===== src/rtl/hub_cmd_initiator.sv =====
// Hub-side initiator for the logic-capture peripheral: drives regIn/command, waits for ack, captures regOut.
// Define LCHUB_TIMEOUT_EN to bound the wait states by TIMEOUT_CYCLES and report aborts on resp_timeout.
module hub_cmd_initiator #(
  parameter int TIMEOUT_CYCLES = 1024
) (
  input  logic        clk,
  input  logic        reset_n,
  input  logic        req_valid,
  output logic        req_ready,
  input  logic [7:0]  req_cmd,
  input  logic [63:0] req_wdata,
  output logic        resp_valid,
  input  logic        resp_ready,
  output logic [63:0] resp_rdata,
  output logic [7:0]  resp_status,
  output logic        resp_timeout,
  output logic [7:0]  regIn0,
  output logic [7:0]  regIn1,
  output logic [7:0]  regIn2,
  output logic [7:0]  regIn3,
  output logic [7:0]  regIn4,
  output logic [7:0]  regIn5,
  output logic [7:0]  regIn6,
  output logic [7:0]  regIn7,
  input  logic [7:0]  regOut0,
  input  logic [7:0]  regOut1,
  input  logic [7:0]  regOut2,
  input  logic [7:0]  regOut3,
  input  logic [7:0]  regOut4,
  input  logic [7:0]  regOut5,
  input  logic [7:0]  regOut6,
  input  logic [7:0]  regOut7,
  output logic [7:0]  command,
  output logic        command_strobe,
  input  logic [7:0]  status,
  output logic        busy
);

  localparam logic [7:0] CMD_NOP = 8'h00;
  localparam logic [7:0] CMD_ACK = 8'h08;

  if (TIMEOUT_CYCLES < 2) begin : g_bad_timeout
    $error("TIMEOUT_CYCLES must be at least 2");
  end

  typedef enum logic [2:0] {
    IDLE, PRECLR, WAIT_PRE, DRIVE, WAIT_ACK, CLEAR, WAIT_CLR, RESP
  } state_e;

  state_e      state_q, state_d;
  logic [7:0]  cmd_q, cmd_d;
  logic [63:0] wdata_q, wdata_d;
  logic [63:0] reg_in_q, reg_in_d;
  logic [7:0]  command_q, command_d;
  logic        strobe_q, strobe_d;
  logic        req_ready_q, req_ready_d;
  logic        resp_valid_q, resp_valid_d;
  logic        busy_q, busy_d;
  logic [63:0] resp_rdata_q, resp_rdata_d;
  logic [7:0]  resp_status_q, resp_status_d;
  logic        ack;
  logic        accept;
  logic        tmo_fire;

  assign ack    = status[3];
  assign accept = (state_q == IDLE) && req_valid && req_ready_q;

`ifdef LCHUB_TIMEOUT_EN
  localparam int CNT_W = $clog2(TIMEOUT_CYCLES + 1);

  logic [CNT_W-1:0] tmo_cnt_q, tmo_cnt_d;
  logic             in_wait;
  logic             tmo_hit;
  logic             resp_timeout_q;

  // A normal wait-state exit on the limit cycle wins over the abort.
  assign in_wait   = (state_q == WAIT_PRE) || (state_q == WAIT_ACK) || (state_q == WAIT_CLR);
  assign tmo_hit   = in_wait && (tmo_cnt_q == CNT_W'(TIMEOUT_CYCLES - 1));
  assign tmo_fire  = tmo_hit && ((state_q == WAIT_ACK) ? !ack : ack);
  assign tmo_cnt_d = (in_wait && (state_d == state_q)) ? tmo_cnt_q + CNT_W'(1) : '0;

  always_ff @(posedge clk or negedge reset_n) begin
    if (!reset_n) begin
      tmo_cnt_q      <= '0;
      resp_timeout_q <= 1'b0;
    end else begin
      tmo_cnt_q <= tmo_cnt_d;
      if (accept) begin
        resp_timeout_q <= 1'b0;
      end else if (tmo_fire) begin
        resp_timeout_q <= 1'b1;
      end
    end
  end

  assign resp_timeout = resp_timeout_q;
`else
  assign tmo_fire     = 1'b0;
  assign resp_timeout = 1'b0;
`endif

  always_comb begin
    state_d       = state_q;
    cmd_d         = cmd_q;
    wdata_d       = wdata_q;
    resp_rdata_d  = resp_rdata_q;
    resp_status_d = resp_status_q;

    case (state_q)
      IDLE: begin
        if (accept) begin
          cmd_d         = req_cmd;
          wdata_d       = req_wdata;
          resp_rdata_d  = '0;
          resp_status_d = '0;
          state_d       = ack ? PRECLR : DRIVE;
        end
      end
      PRECLR: state_d = WAIT_PRE;
      WAIT_PRE: begin
        if (!ack) begin
          state_d = DRIVE;
        end else if (tmo_fire) begin
          resp_status_d = status;
          state_d       = RESP;
        end
      end
      DRIVE: state_d = ((cmd_q == CMD_NOP) || (cmd_q == CMD_ACK)) ? RESP : WAIT_ACK;
      WAIT_ACK: begin
        if (ack) begin
          resp_rdata_d  = {regOut7, regOut6, regOut5, regOut4, regOut3, regOut2, regOut1, regOut0};
          resp_status_d = status;
          state_d       = CLEAR;
        end else if (tmo_fire) begin
          resp_rdata_d  = '0;
          resp_status_d = status;
          state_d       = RESP;
        end
      end
      CLEAR: state_d = WAIT_CLR;
      WAIT_CLR: begin
        if (!ack || tmo_fire) begin
          state_d = RESP;
        end
      end
      RESP: begin
        if (resp_ready) begin
          state_d = IDLE;
        end
      end
      default: state_d = IDLE;
    endcase

    // Outputs are decoded from the next state so every peripheral-facing signal is a flop.
    strobe_d     = (state_d == PRECLR) || (state_d == DRIVE) || (state_d == CLEAR);
    command_d    = CMD_NOP;
    reg_in_d     = reg_in_q;
    req_ready_d  = (state_d == IDLE);
    resp_valid_d = (state_d == RESP);
    busy_d       = (state_d != IDLE);
    if (state_d == DRIVE) begin
      command_d = cmd_d;
      reg_in_d  = wdata_d;
    end else if ((state_d == PRECLR) || (state_d == CLEAR)) begin
      command_d = CMD_ACK;
    end
  end

  always_ff @(posedge clk or negedge reset_n) begin
    if (!reset_n) begin
      state_q       <= IDLE;
      cmd_q         <= '0;
      wdata_q       <= '0;
      reg_in_q      <= '0;
      command_q     <= '0;
      strobe_q      <= 1'b0;
      req_ready_q   <= 1'b1;
      resp_valid_q  <= 1'b0;
      busy_q        <= 1'b0;
      resp_rdata_q  <= '0;
      resp_status_q <= '0;
    end else begin
      state_q       <= state_d;
      cmd_q         <= cmd_d;
      wdata_q       <= wdata_d;
      reg_in_q      <= reg_in_d;
      command_q     <= command_d;
      strobe_q      <= strobe_d;
      req_ready_q   <= req_ready_d;
      resp_valid_q  <= resp_valid_d;
      busy_q        <= busy_d;
      resp_rdata_q  <= resp_rdata_d;
      resp_status_q <= resp_status_d;
    end
  end

  assign req_ready      = req_ready_q;
  assign resp_valid     = resp_valid_q;
  assign resp_rdata     = resp_rdata_q;
  assign resp_status    = resp_status_q;
  assign command        = command_q;
  assign command_strobe = strobe_q;
  assign busy           = busy_q;
  assign regIn0         = reg_in_q[7:0];
  assign regIn1         = reg_in_q[15:8];
  assign regIn2         = reg_in_q[23:16];
  assign regIn3         = reg_in_q[31:24];
  assign regIn4         = reg_in_q[39:32];
  assign regIn5         = reg_in_q[47:40];
  assign regIn6         = reg_in_q[55:48];
  assign regIn7         = reg_in_q[63:56];

endmodule


===== config.mk =====
export PLATFORM = sky130hd
export DESIGN_NAME = hub_cmd_initiator
export DESIGN_NICKNAME = d
export VERILOG_FILES = /design/src/rtl/hub_cmd_initiator.sv
export SDC_FILE = /design/constraint.sdc
export NUM_CORES = 1
export LEC_CHECK = 0
export ABC_AREA = 1
export BUFFER_PORTS_ARGS = -buffer_cell sky130_fd_sc_hd__buf_4
export CAP_MARGIN = 5
export CORE_ASPECT_RATIO = 0.6
export CORE_MARGIN = 5
export CORE_UTILIZATION = 50
export CTS_CLUSTER_SIZE = 8
export DETAILED_ROUTE_END_ITERATION = 16
export GPL_TIMING_DRIVEN = 0
export PLACE_DENSITY = 0.8
export SETUP_SLACK_MARGIN = 0.5
export SLEW_MARGIN = 20
export SYNTH_ARGS = -nofsm -noshare
export SYNTH_HDL_FRONTEND = slang
export SYNTH_SLANG_ARGS = --single-unit
export TNS_END_PERCENT = 20

===== constraint.sdc =====
create_clock -name clk -period 1.7 [get_ports clk]
set_clock_uncertainty 0.05 [all_clocks]
set_input_delay 0.085 -clock clk [delete_from_list [all_inputs] [get_ports clk]]
set_output_delay 0.085 -clock clk [all_outputs]
set_load 0.02 [all_outputs]

-- Word-level counts from Yosys, hierarchy flattened
Cells that the tools add are included.
- bits in registers: 223
- latch bits: 0
- memory bits (writable): 0
- memory bits (read-only): 0
- input bits: 148
- output and inout port bits: 149
- memories kept: 0
- add/subtract/negate cells: 0
- $mul: 0
- div/mod/pow operators: 0
- order comparisons: 0
- eq/ne operators: 14
- shift-type cells: 0
- mux-type cells: 20
- bitwise gates (word level): 0
- reduce and logical (&&, ||, !) cells: 12
- operators by type and width (kind ; count):
    64-bit 2-to-1 mux ; 4
    64-bit case mux with 2 select lines ; 1
    8-bit 2-to-1 mux ; 5
    3-bit case mux with 8 select lines ; 1
    3-bit equality test, second input constant ; 6
    8-bit case mux with 2 select lines ; 1
    3-bit 2-to-1 mux ; 5
    3-bit by 2-bit equality test with 1-bit output, second input constant ; 3
    8-bit by 4-bit equality test with 1-bit output, second input constant ; 1
    8-bit logical NOT ; 1
    3-bit by 1-bit equality test with 1-bit output, second input constant ; 2
    3-bit logical NOT ; 2
    1-bit logical OR ; 4
    2-bit 2-to-1 mux ; 2
    4-bit 2-to-1 mux ; 1
    2-bit inequality test, second input constant ; 2
    3-bit AND reduction ; 1
    3-bit nonzero test ; 1
    1-bit logical AND ; 2
    2-bit nonzero test ; 1

-- Longest topological paths before layout
Gate-level depths: netlist of run 1.
- depth in word-level cells: 9
- gate-level depth with buffers: 10
- mapped depth without buffers: 8

-- Worst setup path after synthesis of run 1
No wires, ideal clock.
- kind: register to register
- from: register req_ready_q, in the netlist req_ready
- to: register reg_in_q[43]
- library setup time: 0.066 ns
- arrival: 1.473 ns
- data required time: 1.584 ns
- setup slack: 0.110 ns
- stages on the path, launching flop included: 11
- buffers on the path: 2
- period minus slack after synthesis: 1.590 ns
- path through: dfstp_2 nand2_1 inv_1 nand3_2 inv_2 buf_4 buf_4 nand2_1 nand2_1 nand4_1 nand2_1
- elaborated cells on any way between the ends: 6
- classes of those cells: 1 x eq/ne; 4 x mux; 1 x reduce/logical
- RTL lines (element ; line ; RTL):
    start, declared ; 56 ; logic req_ready_q, req_ready_d;
    start signal, assigned ; 189 ; req_ready_q <= req_ready_d;
    1-bit logical AND ; 66 ; assign accept = (state_q == IDLE) && req_valid && req_ready_q;
    64-bit 2-to-1 mux ; 111 ; if (accept) begin
    64-bit 2-to-1 mux ; 109 ; case (state_q)
    net wdata_d[43] ; 52 ; logic [63:0] wdata_q, wdata_d;
    end signal, assigned ; 186 ; reg_in_q <= reg_in_d;
    end, declared ; 53 ; logic [63:0] reg_in_q, reg_in_d;
The timed path passes the listed nets, and every way through them passes these cells.
A chain may end at the register's enable or synchronous reset.

-- Final worst setup path of run 1
- from: register cmd_q[5]
- to: register reg_in_q[56]
- cells in the longest elaborated chain, start to end: 5
- elaborated cells on any way between the ends: 6
- classes of those cells: 2 x eq/ne; 2 x mux; 2 x reduce/logical
- RTL lines (element ; line ; RTL):
    start, declared ; 51 ; logic [7:0] cmd_q, cmd_d;
    start signal, assigned ; 184 ; cmd_q <= cmd_d;
    8-bit by 4-bit equality test with 1-bit output / 8-bit logical NOT (equally long branches) ; 128 ; DRIVE: state_d = ((cmd_q == CMD_NOP) || (cmd_q == CMD_ACK)) ? RESP : WAIT_ACK;
    1-bit logical OR * ; 128 ;
    2-bit 2-to-1 mux * ; 128 ;
    3-bit case mux with 8 select lines * ; 109 ;
    3-bit by 2-bit equality test with 1-bit output * ; 161 ; if (state_d == DRIVE) begin
Every way passes the cells marked *; elsewhere a longest branch is shown, timed or not.

==> impl_metrics.csv, run 1 <==
group,metric,value,unit
run_status,run_status,"finished, violations left",
run_status,violations,"hold timing, setup timing",
critical_path,critical-path-slowest-cell,"dfrtp_1",
logic_synthesis,syn_inst,821,
clock_network,h-tree-depth,1,
clock_network,tritoncts.num_buffers,31,
worst_hold_path,min-delay-path-class,"input pin to async pin",
logic_synthesis,synth-warning-count,0,
detailed_routing,postRouteWirelength,51.6,mm
critical_path,cp_cell_sequence,"nor2_1, nand2_1, nor2_2, nand2_2, nand3_4, buf_12, buf_8, buf_6, nand4_1, nand2_1",
critical_path,timing.critical_path.from_type,"register",
timing,fin_worst_hold_slack,-0.0474,ns
detailed_routing,via_total_after_detailed_routing,10500,
timing,timing.final.max_slew_violations,0,
timing,final-hold-violation-count,21,
detailed_routing,dr.first_iter.drc_count,1660,
critical_path,worst_path_largest_cell_delay,0.52,ns
critical_path,crit_path_start,"cmd_q[5]",
layout,postLayoutCoreUtil,94.0,%
logic_synthesis,fraction_of_the_yosys_area_taken_by_sequential_cells,65.6,%
critical_path,kind_of_cell_adding_the_most_delay_to_the_critical_path,"simple AND/OR/NAND/NOR gates",
critical_path,worst-path-max-fanout,10,
layout,layout.nets,1488,
critical_path,cp.buffers_inverters,3,
placed_design,gp_congestion,0.822,
placed_design,postPlaceCellArea,11100,µm²
detailed_routing,wl_per_cell,32.4,µm
grt,globalRouteMet2Util,59.1,%
pwr,power.density,1980,nW/µm²
layout,number_of_cells_in_the_finished_layout_apart_from_fillers,1594,
timing,setup_violations,164,
pwr,power_leakage,0.00796,µW
pwr,worst_ir_drop_vdd,1090,µV
clock_network,tritoncts_clock_tree,"done",
floorplan,chipHeight,111,µm
clock_network,tritoncts_num_sinks,223,
detailed_routing,final_antenna_net_count,0,
clock_network,ctsLongestPathBuffers,3,
timing,setup_ws,-0.620,ns
floorplan,io-pin-count,297,
timing,grt_setup_unrepaired,"yes",
critical_path,cp.arrival,2.74,ns
clock_network,hold_buffers,144,
logic_synthesis,ys_types,24,
placed_design,hpwl,19.1,mm
grt,grt-ovfl-total,0,
floorplan,dieWidth,178,µm
critical_path,cell_mode_on_critical_path,"nand2_1",
floorplan,start_util,51.7,%
grt,antenna_found_initial,14,
logic_synthesis,synth.top_cell.area_share,65.3,%
placed_design,dp_cells,1346,
grt,grt_start_max_net_pins,102,
logic_synthesis,synth_area,8500,µm²
detailed_routing,drt_first_pass_iters,7,
grt,first_pass_grt_wire_length,55.9,mm
layout,post_route_cells_drive_above_1_share,43.3,%
critical_path,path_class,"register to register",
logic_synthesis,synth.largest_area_cell,"dfrtp_1",
timing,relSlewSlack,63.8,%
detailed_routing,routed_via_density,6.60,
critical_path,worstReg2RegStart,"cmd_q[5]",
grt,track_usage,36.5,%
logic_synthesis,ys_seq_elements,223,
layout,layout_stage_area_growth_over_the_synthesis_result,81.7,%
grt,first_global_vias,9414,
placed_design,port-buffer-count,295,
floorplan,die-area,19800,µm²
timing,max_freq,431,MHz
critical_path,worst-endpoint-required,2.12,ns
layout,mostFrequentLayoutCells,"nand2_1, dfrtp_1, buf_4",
floorplan,coreArea,16400,µm²
flow_run,max-cap-violations,0,
detailed_routing,detail_route.drc_violations,0,
timing,layout_min_cycle_time,2.32,ns
critical_path,timing.critical_path.to_type,"register",
layout,layout.cells.most_common,"nand2_1",
clock_network,insertion_delay,0.55,ns
grt,grtUsageMet1,46.2,%
logic_synthesis,synth_top_cells_by_area,"dfrtp_1, nand2_1, a22o_1, nand4_1, buf_4",
logic_synthesis,nets_in_the_synthesized_netlist,969,
layout,n_fill_cell,445,
clock_network,cts_root_buf,"clkbuf_16",
grt,grt.busiest_layer,"met2",
layout,postLayoutCellArea,15500,µm²
grt,use_met3,8.25,%
timing,worstMarginPinSlew,0.543,ns
clock_network,clk_transition_reported_paths,0.06,ns
logic_synthesis,avgSynthCellArea,10.4,µm²
floorplan,rows,36,
timing,final.period_utilization,136,%
## report_power, final
part / switching [µW] / internal [µW]
combinational: 8970 / 6530
sequential: 1990 / 7260
clock: 2500 / 3290
total: 13500 / 17100
## layout make-up
type / count / area (µm²) / share of cell area [%]
repair buffers: 484 / 4730 / 30.6
clock buffers: 45 / 828 / 5.36
inverters: 23 / 104 / 0.672
diodes: 14 / 35.0 / 0.227
well taps: 228 / 285 / 1.85
plain buffers: 58 / 697 / 4.51
flip-flops and latches: 223 / 5590 / 36.2
multi-input cells: 519 / 3190 / 20.7
## registers in the layout, summed over array words and instances, names as in the netlist
register        flops
reg_in_q           64
resp_rdata         64
wdata_q            64
cmd_q               8
command             8
resp_status         8
state_q             3
busy                1
command_strobe      1
req_ready           1
resp_valid          1
## routing by layer
metal	up-vias	share of wire [%]
met2	1250	43
met1	5012	31
met4	6	10
met3	468	15
met5	-	0.074
li1	3783	-
## synth_stat cells (all sizes together)
| cell | n |
|---|---|
| conb | 1 |
| nor2 | 13 |
| dfstp | 1 |
| a22o | 71 |
| nand2 | 337 |
| or2 | 3 |
| dfrtp | 222 |
| nand3 | 10 |
| buf | 43 |
| o21ai | 9 |
| clkbuf | 15 |
| inv | 23 |
| nand4 | 65 |
| nor3 | 3 |
| a21oi | 5 |
## path summary, 6_finish.rpt
check | end | slack, ns | depth (start not counted)
worst max-delay path | reg_in_q[56] | -0.62 | 10
worst min-delay path | resp_rdata[53] | -0.05 | 2
worst max register to register | reg_in_q[56] | -0.62 | 10
worst min register to register | reg_in_q[42] | 0.43 | 2
max in group asynchronous | reg_in_q[23] | 0.82 | 3
min in group clk | resp_status[7] | 0.20 | 5
## cell families after synthesis
| group | after synthesis | synth area share, % |
|---|---|---|
| AO/OA/AOI/OAI | 85 | 8.22 |
| buffers and inverters | 81 | 4.53 |
| flip-flops | 223 | 65.6 |
| other | 1 | 0.0441 |
| AND/OR/NAND/NOR | 431 | 21.6 |
## repair_timing
item / CTS / global route
gates cloned: 5 / 7
resized for setup: 198 / 271
setup buffers: 10 / 23
hold endpoints to repair: 437 / 21
pin swaps: 26 / 69
setup endpoints to repair: 340 / 366
## per-stage QoR
step                total power (µW)  setup slack, ns  setup TNS, ns
floorplan                      13800            0.159              0
global placement               17900            -1.11        -250.89
detailed placement             18200           -0.236         -11.11
CTS                            25700          -0.0175         -0.262
global route                   30900           -0.639         -42.71
finish                         30500           -0.620         -39.52
Note: power is estimated with default switching activity, not from simulation.
==> run 2: changes to the inputs <==
--- a/config.mk
+++ b/config.mk
@@ -9,13 +9,13 @@
 export BUFFER_PORTS_ARGS = -buffer_cell sky130_fd_sc_hd__buf_4
 export CAP_MARGIN = 5
 export CORE_ASPECT_RATIO = 0.6
-export CORE_MARGIN = 5
 export CORE_UTILIZATION = 50
 export CTS_CLUSTER_SIZE = 8
 export DETAILED_ROUTE_END_ITERATION = 16
 export GPL_TIMING_DRIVEN = 0
 export PLACE_DENSITY = 0.8
 export SETUP_SLACK_MARGIN = 0.5
+export SKIP_CTS_REPAIR_TIMING = 1
 export SLEW_MARGIN = 20
 export SYNTH_ARGS = -nofsm -noshare
 export SYNTH_HDL_FRONTEND = slang
==> run 2 against run 1 <==
Effect of this change:
- the flow still finishes with violations (hold timing, setup timing)
- routed wire length fell by 26%
- cell count is 1.8% lower
- die area shrank 11%
- combinational power fell by 11%
- core utilization decreased by 4.3 points
- total power decreased by 7.3%
- first-iteration DRC count decreased by 40%
- clock power decreased by 3%
- fmax grew 17%
- critical path depth is the same
- critical path type unchanged
- critical endpoint unchanged
- largest cell class unchanged
==> impl_metrics.csv, run 2 (synthesized netlist as in run 1, its figures left out) <==
group,metric,value,unit
grt,grt.busiest_layer,"met1",
timing,grt_setup_unrepaired,"yes",
placed_design,port-buffer-count,295,
pwr,worst_ir_drop_vdd,1150,µV
detailed_routing,drt_first_pass_iters,7,
grt,grt-ovfl-total,0,
grt,globalRouteMet2Util,42.7,%
clock_network,tritoncts.num_buffers,31,
floorplan,die-area,17600,µm²
layout,number_of_cells_in_the_finished_layout_apart_from_fillers,1566,
grt,first_pass_grt_wire_length,38.6,mm
detailed_routing,wl_per_cell,24.2,µm
critical_path,reg2regPathDepth,10,
clock_network,insertion_delay,0.53,ns
flow_run,max-cap-violations,0,
timing,setup_ws,-0.285,ns
pwr,power.switching,11600,µW
detailed_routing,final_antenna_net_count,0,
critical_path,worst-path-max-fanout,10,
layout,post_route_cells_drive_above_1_share,38.6,%
timing,timing.final.max_slew_violations,0,
placed_design,dp_cells,1346,
timing,layout_min_cycle_time,1.99,ns
floorplan,start_util,51.7,%
detailed_routing,detail_route.drc_violations,0,
clock_network,ctsLongestPathBuffers,3,
timing,setup_violations,115,
placed_design,postPlaceCellArea,11100,µm²
grt,grt_start_max_net_pins,98,
layout,layout.nets,1472,
timing,max_freq,504,MHz
detailed_routing,postRouteWirelength,38.0,mm
clock_network,h-tree-depth,1,
floorplan,io-pin-count,297,
critical_path,r2r-end,"reg_in_q[56]",
critical_path,timing.critical_path.to_type,"register",
layout,layout_stage_area_growth_over_the_synthesis_result,73.3,%
timing,worstMarginPinSlew,0.578,ns
grt,first_global_vias,7116,
critical_path,timing.critical_path.from_type,"register",
clock_network,tritoncts_clock_tree,"done",
grt,grtUsageMet1,42.8,%
critical_path,worstReg2RegStart,"req_ready",
critical_path,path_class,"register to register",
pwr,combinationalPowerShare,48.9,%
grt,antenna_found_initial,2,
layout,layout.cells.most_common,"nand2_1",
pwr,power.sequential.fraction,31.2,%
layout,mostFrequentLayoutCells,"nand2_1, buf_4, dfrtp_1",
pwr,power_switching_share,40.9,%
timing,fin_setup_tns,-14.65,ns
floorplan,rows,36,
placed_design,hpwl,17.9,mm
grt,track_usage,28.5,%
grt,use_met3,6.07,%
critical_path,worst-endpoint-required,2.11,ns
layout,postLayoutCellArea,14700,µm²
run_status,violations,"hold timing, setup timing",
detailed_routing,via_total_after_detailed_routing,9285,
clock_network,tritoncts_num_sinks,223,
detailed_routing,routed_via_density,5.93,
floorplan,chipHeight,103,µm
floorplan,dieWidth,170,µm
critical_path,r2r_slack,-0.29,ns
timing,final-hold-violation-count,125,
placed_design,gp_congestion,0.868,
pwr,power_leakage,0.00775,µW
floorplan,coreArea,16400,µm²
pwr,p_int,16700,µW
timing,final.period_utilization,117,%
pwr,clockPowerShare,19.9,%
clock_network,clk_transition_reported_paths,0.06,ns
timing,fin_worst_hold_slack,-0.639,ns
pwr,power.density,1920,nW/µm²
detailed_routing,dr.first_iter.drc_count,997,
clock_network,cts_root_buf,"clkbuf_16",
timing,relSlewSlack,61.5,%
critical_path,cp.arrival,2.40,ns
run_status,run_status,"finished, violations left",
worst_hold_path,min-delay-path-class,"input pin to async pin",
run 2: cell types whose count changed in the layout (fill, tap and decap cells not counted), moves of 5 or more:
cell	previous run	this run
buf_6	151	108
buf_4	198	227
nand2_1	234	258
diode_2	14	2
nand2_2	77	65
nand2_4	26	15
nor2_1	3	11
nor2_4	8	1
o21ai_1	0	6
o21ai_4	6	0
buf_12	10	5
clkbuf_8	5	0
inv_1	12	17
run 2: final cells by class:
type / count / area, µm²
fill: 622 / 1700
timing repair buffer: 468 / 4460
clock buffer: 45 / 828
inverter: 23 / 96.3
sequential: 223 / 5590
tap: 228 / 285
buffer: 58 / 568
multi-input combinational: 519 / 2920
antenna: 2 / 5.00
run 2: power by group through the flow:
| stage | logic [µW] | registers, µW | clock network (µW) |
|---|---|---|---|
| finish | 13800 | 8820 | 5640 |
| detailed placement | 9830 | 8290 | 0 |
| global placement | 9660 | 8220 | 0 |
| global route | 14400 | 8920 | 5830 |
| CTS | 9910 | 8240 | 5430 |
| floorplan | 3940 | 9890 | 0 |
run 2: worst max path at each step:
stage / startpoint / to / slack, ns / cells past startpoint
finish: req_ready / reg_in_q[56] / -0.29 / 10
global route: req_ready / reg_in_q[56] / -0.34 / 10
CTS: state_q[2] / reg_in_q[11] / -0.32 / 8
detailed placement: state_q[2] / reg_in_q[11] / -0.29 / 8
floorplan: req_ready / reg_in_q[10] / 0.16 / 8
global placement: reset_n / reg_in_q[19] / -1.11 / 1
run 2: metrics by stage:
stage	total power, µW	util (%)	setup WS [ns]
2_1_floorplan	13800	-	0.159
5_1_grt	29100	89.6	-0.341
6_report	28300	89.7	-0.285
3_5_place_dp	18100	67.7	-0.286
4_1_cts	23600	72.8	-0.319
3_3_place_gp	17900	67.4	-1.11
run 2: metal layers:
layer  vias up  share of wire (%)
met5         -                  0
met4         0                5.6
met3       191                 10
met2       762                 48
met1      4589                 36
li1       3743                  -
run 2: worst max-delay path: stages, from the launching register on:
cell	delay, ns
dfstp_2	0.55
nand2_4	0.10
inv_4	0.08
nand3_4	0.14
inv_4	0.14
buf_8	0.15
buf_8	0.14
nand2_1	0.08
nand2_1	0.14
nand4_1	0.18
nand2_1	0.15
